[src/rtl/grid_angle_pkg.sv]
// Shared types and constants for the grid-angle emulator: FSM states,
// frequency-select encodings, prescaler presets and channel offset helper.
package grid_angle_pkg;

  typedef enum logic [1:0] {
    ST_IDLE = 2'd0,
    ST_RUN  = 2'd1,
    ST_SLEW = 2'd2
  } state_e;

  localparam logic [1:0] FSEL_50   = 2'd0;
  localparam logic [1:0] FSEL_60   = 2'd1;
  localparam logic [1:0] FSEL_CFG  = 2'd2;
  localparam logic [1:0] FSEL_HOLD = 2'd3;

  localparam int unsigned PRESC_50_DEF = 489;
  localparam int unsigned PRESC_60_DEF = 408;

  // Spacing between adjacent output channels: one turn split evenly, rounded down.
  function automatic int unsigned chan_ofs(input int unsigned theta_w, input int unsigned n_ch);
    return (32'd1 << theta_w) / n_ch;
  endfunction

endpackage

[src/rtl/grid_angle_presc.sv]
// Step prescaler: selects the period limit from freq_sel and counts up to it,
// emitting a one-cycle step strobe when the count reaches or passes the limit.
module grid_angle_presc
  import grid_angle_pkg::*;
#(
  parameter int unsigned PRESC_W  = 12,
  parameter int unsigned PRESC_50 = PRESC_50_DEF,
  parameter int unsigned PRESC_60 = PRESC_60_DEF
) (
  input  logic               clk,
  input  logic               rst,
  input  logic               clear,
  input  logic               freeze,
  input  logic [1:0]         freq_sel,
  input  logic [PRESC_W-1:0] presc_cfg,
  output logic               step
);

  logic [PRESC_W-1:0] count_q, count_d;
  logic [PRESC_W-1:0] limit;
  logic               hold;

  always_comb begin
    limit = presc_cfg;
    hold  = 1'b0;
    case (freq_sel)
      FSEL_50:  limit = PRESC_W'(PRESC_50);
      FSEL_60:  limit = PRESC_W'(PRESC_60);
      FSEL_CFG: limit = presc_cfg;
      default:  hold  = 1'b1;
    endcase
  end

  // ">=" so that a limit lowered below the running count steps immediately.
  always_comb begin
    step    = 1'b0;
    count_d = count_q + PRESC_W'(1);
    if (clear || freeze || hold) begin
      count_d = '0;
    end else if (count_q >= limit) begin
      step    = 1'b1;
      count_d = '0;
    end
  end

  always_ff @(posedge clk) begin
    if (rst) count_q <= '0;
    else     count_q <= count_d;
  end

endmodule

[src/rtl/grid_angle_gen.sv]
// Grid-angle emulator: a stepping electrical angle with jump/slew resync,
// fanned out to N_CH phase-shifted channels.
module grid_angle_gen
  import grid_angle_pkg::*;
#(
  parameter int unsigned THETA_W  = 10,
  parameter int unsigned PRESC_W  = 12,
  parameter int unsigned N_CH     = 3,
  parameter int unsigned PRESC_50 = PRESC_50_DEF,
  parameter int unsigned PRESC_60 = PRESC_60_DEF
) (
  input  logic                      clk,
  input  logic                      rst,
  input  logic                      en,
  input  logic [THETA_W-1:0]        theta_in,
  input  logic                      theta_vld,
  input  logic                      mode_slew,
  input  logic [1:0]                freq_sel,
  input  logic [PRESC_W-1:0]        presc_cfg,
  input  logic                      dir,
  output logic [N_CH*THETA_W-1:0]   theta_out,
  output logic                      wrap_pulse,
  output logic                      busy,
  output logic [1:0]                state_o
);

  localparam int unsigned OFS = chan_ofs(THETA_W, N_CH);
  localparam logic [THETA_W-1:0] HALF = {1'b1, {(THETA_W-1){1'b0}}};

  state_e             state_q, state_d;
  logic [THETA_W-1:0] theta_q, theta_d;
  logic [THETA_W-1:0] target_q, target_d;
  logic [THETA_W-1:0] theta_step, slew_dist;
  logic               wrap_q, wrap_d;
  logic               step;
  logic               presc_clear, presc_freeze;

  assign presc_clear  = !en || (state_q == ST_IDLE) || theta_vld;
  assign presc_freeze = (state_q == ST_SLEW);

  grid_angle_presc #(
    .PRESC_W  (PRESC_W),
    .PRESC_50 (PRESC_50),
    .PRESC_60 (PRESC_60)
  ) u_presc (
    .clk       (clk),
    .rst       (rst),
    .clear     (presc_clear),
    .freeze    (presc_freeze),
    .freq_sel  (freq_sel),
    .presc_cfg (presc_cfg),
    .step      (step)
  );

  always_ff @(posedge clk) begin
    if (rst) begin
      state_q  <= ST_IDLE;
      theta_q  <= '0;
      target_q <= '0;
      wrap_q   <= 1'b0;
    end else begin
      state_q  <= state_d;
      theta_q  <= theta_d;
      target_q <= target_d;
      wrap_q   <= wrap_d;
    end
  end

  always_comb begin
    state_d    = state_q;
    theta_d    = theta_q;
    target_d   = target_q;
    wrap_d     = 1'b0;
    slew_dist  = '0;
    theta_step = dir ? theta_q + THETA_W'(1) : theta_q - THETA_W'(1);
    if (!en) begin
      state_d = ST_IDLE;
    end else begin
      case (state_q)
        ST_IDLE: state_d = ST_RUN;
        ST_RUN: begin
          if (theta_vld) begin
            if (!mode_slew) begin
              theta_d = theta_in;
            end else if (theta_in != theta_q) begin
              target_d = theta_in;
              state_d  = ST_SLEW;
            end
          end else if (step) begin
            theta_d = theta_step;
            wrap_d  = dir ? (theta_q == '1) : (theta_q == '0);
          end
        end
        ST_SLEW: begin
          // A fresh sample retargets immediately; this cycle's move heads to it.
          if (theta_vld) target_d = theta_in;
          slew_dist = target_d - theta_q;
          if (slew_dist != '0)
            theta_d = (slew_dist <= HALF) ? theta_q + THETA_W'(1) : theta_q - THETA_W'(1);
          if (theta_d == target_d) state_d = ST_RUN;
        end
        default: state_d = ST_IDLE;
      endcase
    end
  end

  always_comb begin
    busy       = (state_q == ST_SLEW);
    state_o    = state_q;
    wrap_pulse = wrap_q;
    theta_out  = '0;
    for (int unsigned k = 0; k < N_CH; k++)
      theta_out[k*THETA_W +: THETA_W] = theta_q + THETA_W'(k * OFS);
  end

endmodule

[config.mk]
export PLATFORM = sky130hd
export DESIGN_NAME = grid_angle_gen
export DESIGN_NICKNAME = d
export VERILOG_FILES = /design/src/rtl/grid_angle_pkg.sv /design/src/rtl/grid_angle_presc.sv /design/src/rtl/grid_angle_gen.sv
export SDC_FILE = /design/constraint.sdc
export NUM_CORES = 1
export LEC_CHECK = 0
export CAP_MARGIN = 10
export CORE_ASPECT_RATIO = 2
export CORE_MARGIN = 1
export CORE_UTILIZATION = 33
export CTS_BUF_LIST = sky130_fd_sc_hd__clkbuf_4
export DETAILED_ROUTE_END_ITERATION = 8
export GPL_TIMING_DRIVEN = 1
export HOLD_SLACK_MARGIN = 0.05
export PLACE_DENSITY_LB_ADDON = 0.1
export SLEW_MARGIN = 10
export SYNTH_ARGS = -nofsm -noshare
export SYNTH_HDL_FRONTEND = slang
export SYNTH_SLANG_ARGS = --single-unit
[constraint.sdc]
create_clock -name clk -period 6.3 [get_ports clk]
set_input_delay 1.26 -clock clk [delete_from_list [all_inputs] [get_ports clk]]
set_output_delay 1.26 -clock clk [all_outputs]
set_load 0.005 [all_outputs]
==> run metrics <==
grt ovf=0; global-route wire length before repair=around 25000 µm; 1st-pass router iterations=4; Die Area=around 13000 µm²; Initial Util=~34%; Fin Setup TNS=0 ns; Synth area leaders=dfxtp_1 16%, xnor2_1 9.6%, ha_1 9.3%; Max Fclk=between 0.15 and 0.2 GHz; syn_nets=approximately 630; Placer Congestion=0.9839; vias per cell=5.781; Pleak=2.007 nW; core area=between 10000 and 15000 µm²; vias in the first global route=4299; adder-cell share of the synthesized area=about a tenth; Place WS=approximately 0.52 ns; Post-synth EDFFs=0; total power=about 0.63 mW; Req. time, crit path=6.56 ns; Final Max Tran Viols=0; clk_lat worst skew=0.36 ns; Clk pin slew, worst setup/hold paths=between 0.1 and 0.15 ns; Synth area leader=dfxtp_1; total CTS buffers=5; Slew @ Worst Pin=a little under 1 ns; mux contribution to synthesized area=6.947%; Final nets=just under 700; drt wl/cell=~22 µm; DRT antenna net count=0; final setup fails=0; initial DRC count=~210; PwrDens=between 100 and 150 nW/µm²; post-synth cell types=71; Critical Path Sink Type=register; Syn Inst Count=between 500 and 600; status=finished clean; DRC=0; xor and xnor fraction of the mapped netlist area=15.12%; drt total wl=16600 µm; MaxCap Viol Count=0; Synth Area in Compound Gates=22.80%; DR vias=between 4000 and 5000; main combinational cell family by area after synthesis=compound AO/OA/AOI/OAI gates; Worst VDD drop=around 0.076 mV; share of layout cells above drive strength 1=5.892%; DIE HEIGHT=about 160 µm; cell area after synthesis=approximately 4300 µm²; clk buf depth=2; critical path class=in2reg; die span in x=82.59 µm; Hold Fails Final Rpt=0; # IOs=64; Yosys Warn Count=0; critical path launch point type=input pin; antenna violations before repair=1; commonest non-fill, non-tap cells in the layout=74 x nor2_1, 63 x clkdlybuf4s50_1, 47 x xnor2_1; Max-Slew Margin vs Limit=between 30% and 40%; Tot GR Track Use=between 20% and 30%; clock sink total=35; TritonCTS clock tree=built; H-tree depth=2; Post-CTS Resized=0; area grow syn2layout=17.86%; hold_buf cts=0; Root Buffer=clkbuf_4; min Tclk post-route=between 5 and 6 ns; Mean Syn Cell Area=7.560 µm²; post-synthesis sequential area ratio=16.35%; Worst Clk Skew=0.01650 ns; detailed placer's ending HPWL=13320 µm; buffers added on ports=63; final worst setup slack=0.8458 ns; crit path max fanout=29; Placement Rows=58; unrepaired setup endpoints after global routing=no; largest net degree at the start of global routing=30; leading cell type in the layout, fill and taps excluded=nor2_1; postcts setup bufs=0; FFs w/ async S/R, synth=0%; crit path DAT=between 5 and 6 ns; Tcrit/Tclk final=between 80% and 90%; simple-gate area share of the yosys netlist=between 20% and 30%; worst hold path type=reg2reg; Post-synth top flop=dfxtp_1; share of the synthesized area in the top cell type=16.35%; Yosys reg bits=35
-- flip-flops by register name, summed over array words and instances, names as in the netlist --
signal,count
target_q,10
state_o,2
u_presc.count_q,12
theta_q,10
wrap_pulse,1
-- stage by stage --
stage                     instances  area [µm²]  utilization, %  hold WS (ns)
final                           762        5052           40.01        0.4813
after global routing            762        5052           40.01        0.5124
after CTS                       761        5050           39.99        0.4847
after detailed placement        754        5004           39.63        0.4592
after global placement          754        5004           39.63        0.4520
after floorplan                 567        4287               -        0.4297
-- critical path, cell delays in order --
cell	delay (ns)
clkdlybuf4s50_1	0.46
buf_4	0.32
mux2i_1	0.35
inv_1	0.13
ha_1	0.34
and3b_1	0.25
o2111ai_1	0.39
a21oi_1	0.12
nand3b_4	0.25
xnor2_2	0.58
nor2_2	0.20
a22oi_2	0.28
o221ai_1	0.20
or3_1	0.36
o221a_1	0.21
-- logic make-up (layout without fill, tap and decap cells) --
kind of cell	Yosys count	in the layout
other	0	1
XOR/XNOR	68	68
flip-flops	35	35
multiplexers	29	29
AND/OR/NAND/NOR	197	197
adder cells (fa/ha/maj)	36	36
AO/OA/AOI/OAI	140	140
buffers and inverters	62	106
-- where the power goes --
part / total [mW] / internal (mW) / switching (mW)
combinational: 0.278 / 0.119 / 0.160
clock: 0.122 / 0.0396 / 0.0822
sequential: 0.231 / 0.224 / 0.00669
total: 0.631 / 0.382 / 0.248
-- cell usage after synthesis, drive strengths merged, types with 5 or more instances --
library cell,n
ha,32
a211oi,5
inv,24
xor2,17
o21ai,28
nor4,5
dfxtp,35
and3,6
o211ai,5
nor3,10
and2,9
nand4,9
a21oi,29
a31oi,9
nand3,17
buf,20
a22oi,7
xnor2,51
nor2,75
clkbuf,16
a221oi,5
nand2,46
mux2i,26
a21o,9
nor2b,6
-- layer usage --
metal | global-route usage, % | vias to the layer above | wire length, µm
li1 | - | 2112 | -
met1 | 23.77 | 2117 | 5621
met2 | 49.36 | 128 | 9274
met3 | 1.508 | 48 | 604
met4 | 16.54 | 0 | 1101
met5 | 0 | - | 0
-- final timing paths --
kind	slack (ns)	to	start	cells past startpoint
worst max-delay path	0.85	state_o[1]	theta_vld	15
worst max register to register	1.60	state_o[1]	theta_q[7]	12
worst min-delay path	0.48	u_presc.count_q[0]	u_presc.count_q[0]	1
worst min register to register	0.48	u_presc.count_q[0]	u_presc.count_q[0]	1
-- final cells by class --
type	count	area [µm²]
diodes	1	2.502
clock buffers	5	37.54
clock inverters	2	8.758
fillers	1362	7575
inverters	26	97.59
multi-input cells	470	3312
flip-flops and latches	35	700.7
well taps	150	187.7
repair buffers	73	705.7
Power figures use the tool's default switching activity.
